===== config.mk =====
export PLATFORM = sky130hd
export DESIGN_NAME = calc_cmd_sequencer
export DESIGN_NICKNAME = d
export VERILOG_FILES = /design/src/rtl/calc_cmd_sequencer.sv
export SDC_FILE = /design/constraint.sdc
export NUM_CORES = 1
export LEC_CHECK = 0
export BUFFER_PORTS_ARGS = -buffer_cell sky130_fd_sc_hd__buf_2
export CAP_MARGIN = 40
export CORE_UTILIZATION = 49
export CTS_CLUSTER_SIZE = 28
export DETAILED_ROUTE_END_ITERATION = 10
export PLACE_DENSITY = 0.75
export SKIP_LAST_GASP = 1
export SYNTH_ARGS = -nofsm -noshare
export SYNTH_HDL_FRONTEND = slang
export SYNTH_SLANG_ARGS = --single-unit
export TNS_END_PERCENT = 5

===== constraint.sdc =====
create_clock -name clk -period 1.8 [get_ports clk]
set_input_delay 0.09 -clock clk [delete_from_list [all_inputs] [get_ports clk]]
set_output_delay 0.09 -clock clk [all_outputs]
set_load 0.05 [all_outputs]

===== src/rtl/calc_cmd_sequencer.sv =====
// calc_cmd_sequencer
//   Expands high-level calculator commands into the timed opCode/values
//   sequence the calculator FSM and datapath consume:
//     key code for HOLD_CYCLES, ENTER for HOLD_CYCLES (not for clear),
//     then NOP_CODE for GAP_CYCLES before the next command is accepted.
// Ports:
//   clk, reset              rising-edge clock, synchronous active-high reset
//   cmd_valid/cmd_ready     command handshake (ready only while idle)
//   cmd_type, cmd_data      0=clear 1=operand 2=add 3=illegal; operand value
//   opCode, values          registered drive into FSM opCodeIn / datapath
//   busy, done, err         sequence active, completion pulse, illegal pulse
module calc_cmd_sequencer #(
  parameter int unsigned HOLD_CYCLES = 5,
  parameter int unsigned GAP_CYCLES  = 2,
  parameter logic [2:0]  NOP_CODE    = 3'b111
) (
  input  logic       clk,
  input  logic       reset,
  input  logic       cmd_valid,
  input  logic [1:0] cmd_type,
  input  logic [3:0] cmd_data,
  output logic       cmd_ready,
  output logic [2:0] opCode,
  output logic [3:0] values,
  output logic       busy,
  output logic       done,
  output logic       err
);

  localparam int unsigned MAX_CYC = (HOLD_CYCLES > GAP_CYCLES) ? HOLD_CYCLES : GAP_CYCLES;
  localparam int unsigned CW      = $clog2(MAX_CYC + 1);

  localparam logic [1:0] T_CLR = 2'd0;
  localparam logic [1:0] T_NUM = 2'd1;
  localparam logic [1:0] T_ILL = 2'd3;

  typedef enum logic [1:0] {IDLE, KEY, ENTER, GAP} state_t;

  state_t         state, state_nxt;
  logic [CW-1:0]  cnt, cnt_nxt;
  logic [1:0]     kind, kind_nxt;
  logic [2:0]     op_nxt;
  logic           accept;

  assign cmd_ready = (state == IDLE);
  assign accept    = cmd_valid && cmd_ready;

  // cnt holds the cycles remaining in the current phase, including this one.
  always_comb begin
    state_nxt = state;
    cnt_nxt   = cnt;
    kind_nxt  = kind;
    case (state)
      IDLE: begin
        if (accept && cmd_type != T_ILL) begin
          state_nxt = KEY;
          cnt_nxt   = CW'(HOLD_CYCLES);
          kind_nxt  = cmd_type;
        end
      end
      KEY: begin
        if (cnt <= CW'(1)) begin
          if (kind != T_CLR) begin
            state_nxt = ENTER;
            cnt_nxt   = CW'(HOLD_CYCLES);
          end else if (GAP_CYCLES == 0) begin
            state_nxt = IDLE;
            cnt_nxt   = '0;
          end else begin
            state_nxt = GAP;
            cnt_nxt   = CW'(GAP_CYCLES);
          end
        end else begin
          cnt_nxt = cnt - CW'(1);
        end
      end
      ENTER: begin
        if (cnt <= CW'(1)) begin
          if (GAP_CYCLES == 0) begin
            state_nxt = IDLE;
            cnt_nxt   = '0;
          end else begin
            state_nxt = GAP;
            cnt_nxt   = CW'(GAP_CYCLES);
          end
        end else begin
          cnt_nxt = cnt - CW'(1);
        end
      end
      default: begin // GAP
        if (cnt <= CW'(1)) begin
          state_nxt = IDLE;
          cnt_nxt   = '0;
        end else begin
          cnt_nxt = cnt - CW'(1);
        end
      end
    endcase
  end

  // Output code is decoded from the next state so opCode can be registered
  // and still line up with the phase it belongs to.
  always_comb begin
    op_nxt = NOP_CODE;
    case (state_nxt)
      KEY: begin
        case (kind_nxt)
          T_CLR:   op_nxt = 3'b000;
          T_NUM:   op_nxt = 3'b001;
          default: op_nxt = 3'b100;
        endcase
      end
      ENTER:   op_nxt = 3'b010;
      default: op_nxt = NOP_CODE;
    endcase
  end

  always_ff @(posedge clk) begin
    if (reset) begin
      state  <= IDLE;
      cnt    <= '0;
      kind   <= T_CLR;
      opCode <= NOP_CODE;
      values <= 4'd0;
      busy   <= 1'b0;
      done   <= 1'b0;
      err    <= 1'b0;
    end else begin
      state  <= state_nxt;
      cnt    <= cnt_nxt;
      kind   <= kind_nxt;
      opCode <= op_nxt;
      busy   <= (state_nxt != IDLE);
      done   <= (state != IDLE) && (state_nxt == IDLE);
      err    <= accept && (cmd_type == T_ILL);
      // values persists across clear/add so the datapath keeps its operand.
      if (accept && cmd_type == T_NUM)
        values <= cmd_data;
    end
  end

endmodule


==> out/metrics.yaml <==
syn_to_final_growth_pct: 16.2
start_util_pct: 55.3
hold_viol_final: 0
port_buffers: 19
grt_usage_pct: 17.6
die_x_um: 41.3
finalWeightedCongestion: 0.832
cts_made_buffers: 3
syn_inst: 87
cts_hold_buf: 0
synthesis.area_um2: 756
rsz0062_at_grt: "false"
clock-root-buffer: "clkbuf_4"
fin_crit_ns: 1.53
syn_avg_cell_area_um2: 8.69
status: "finished clean"
firstDrtPassIters: 4
grt_pass1_wl_mm: 1.93
nNetsFinal: 117
maxCapViolCount: 0
final_cell_mix: "19 x buf_2, 17 x dfxtp_1, 11 x nand2_1, 9 x a21oi_1"
ys_ff_latch: 17
first_global_vias: 464
required_ns: 1.98
ant_nets: 0
core_mm2: 0.00137
post-route-util_pct: 64.3
clock_skew_ns: 0.00296
slew_viol_final: 0
fmax_ghz: 0.656
setup_viol: 0
mostFrequentLayoutCell: "buf_2"
post-place-ws_ns: 0.291
peakVddDrop_mv: 1.05
hold_class: "input pin to flop"
drc_errors: 0
critPathKind: "flop to flop"
cts_tree: "done"
p_per_area_mw_per_mm2: 1760
antennaDiodeCount: 0
hpwl_mm: 1.04
insertion_delay_ns: 0.28
vias: 639
grt_max_degree: 18
hold_slack_ns: 0.0548
io_pins: 20
ys_warn_count: 0
cts_resized: 0
worst_pin_slew_ns: 0.483
period_share_pct: 84.7
clock_sinks: 17
worst_slack_ns: 0.275
slew_headroom_pct: 67.7
postCtsSetupRepairBufs: 0
grt_overflow: 0
syn_nets: 97
cp.arrival_ns: 1.71
drive_gt1_share_pct: 27.4
rows: 13
fill_cells: 129
antenna_found_initial: 0
die_y_um: 41.3
yosysUniqueCellTypes: 32
clk_pin_slew_ns: 0.09
drt_iter0_markers: 12
synth_top_cell_by_area: "dfxtp_1"
tns_ns: 0
cellLeakagePower_nw: 0.355
die_area_mm2: 0.00170
ys_top_cells_by_area: "dfxtp_1 45%, a21oi_1 6.0%, nand2_1 5.5%"
ys_seq_area_share_pct: 45.0
viasPerCell: 5.28
critPathMaxFanout: 13
wl_per_cell_um: 11.0
synth_top_area_share_pct: 45.0
start_kind: "flop"
cts_max_level: 1
ctsLongestPathBuffers: 2
wl_mm: 1.33
end_kind: "flop"
## Yosys cell counts
library cell and number:
nor3_1 3, a21oi_1 9, nand3_1 6, a32o_1 1, a21boi_1 1, dfxtp_1 17
a21o_1 2, nand3b_1 1, a31oi_1 1, nor4b_4 1, or2_4 1, inv_1 3
o21bai_1 1, o21ai_0 3, nor2b_1 1, xor2_1 1, buf_2 1, a211oi_1 1
o22a_2 1, o21a_1 1, ha_1 1, or2_2 1, nand2b_1 3, nor4b_2 1
a21oi_2 1, o211ai_1 1, buf_4 1, nor2_1 7, clkbuf_1 2, nand2_1 11
or3_1 1, o32a_1 1
## where the power goes
group	internal (mW)	leakage, nW	switching (mW)
Combinational	0.283	0.201	0.473
Clock	0.0860	0.0150	0.104
Sequential	0.480	0.140	0.119
Total	0.849	0.355	0.696
## metal layers
layer  part of all wire (%)  wire [um]  GRT usage (%)
met1                     49        654           24.0
met2                     42        561           24.6
met3                    7.5         99           9.78
met4                   0.68          9           2.42
met5                      0          0              0
## path summary, 6_finish.rpt
path,start,to,slack [ns],cells after the start
worst max-delay path,state[1],opCode[2],0.27,4
worst max register to register,state[1],opCode[2],0.27,4
worst min register to register,values[0],values[0],0.45,2
worst min-delay path,cmd_data[3],values[3],0.05,3
## critical path: stages (launching register included)
cell	delay, ns
dfxtp_1	0.46
nor4b_4	0.53
o21bai_1	0.20
nand2_1	0.07
a21o_1	0.17
## cell type report
type / instances / area (um2) / area share, %
Clock buffer: 4 / 26.3 / 2.99
Inverter: 3 / 11.3 / 1.28
Multi-Input combinational cell: 63 / 387 / 44.0
Sequential cell: 17 / 340 / 38.7
Tap cell: 15 / 18.8 / 2.14
Timing Repair Buffer: 19 / 95.1 / 10.8
## per-stage QoR
stage | area, um2 | std cells | total power [mW]
2_1_floorplan | 758 | 87 | 1.23
5_1_grt | 878 | 121 | 1.67
6_report | 878 | 121 | 1.55
3_5_place_dp | 852 | 117 | 1.36
4_1_cts | 878 | 121 | 1.55
3_3_place_gp | 852 | 117 | 1.35
## registers in the layout (all words and copies together) (netlist names)
name / count
err: 1
cnt: 3
values: 4
state: 2
opCode: 3
busy: 1
done: 1
kind: 2
## logic make-up after synthesis
group / share of synthesized area, %
compound gates: 20.9
simple gates: 27.2
xor+xnor: 1.16
buf+inv: 4.14
flops: 45.0
fa+ha+maj: 1.66
Note: power is estimated with default switching activity, not from simulation.
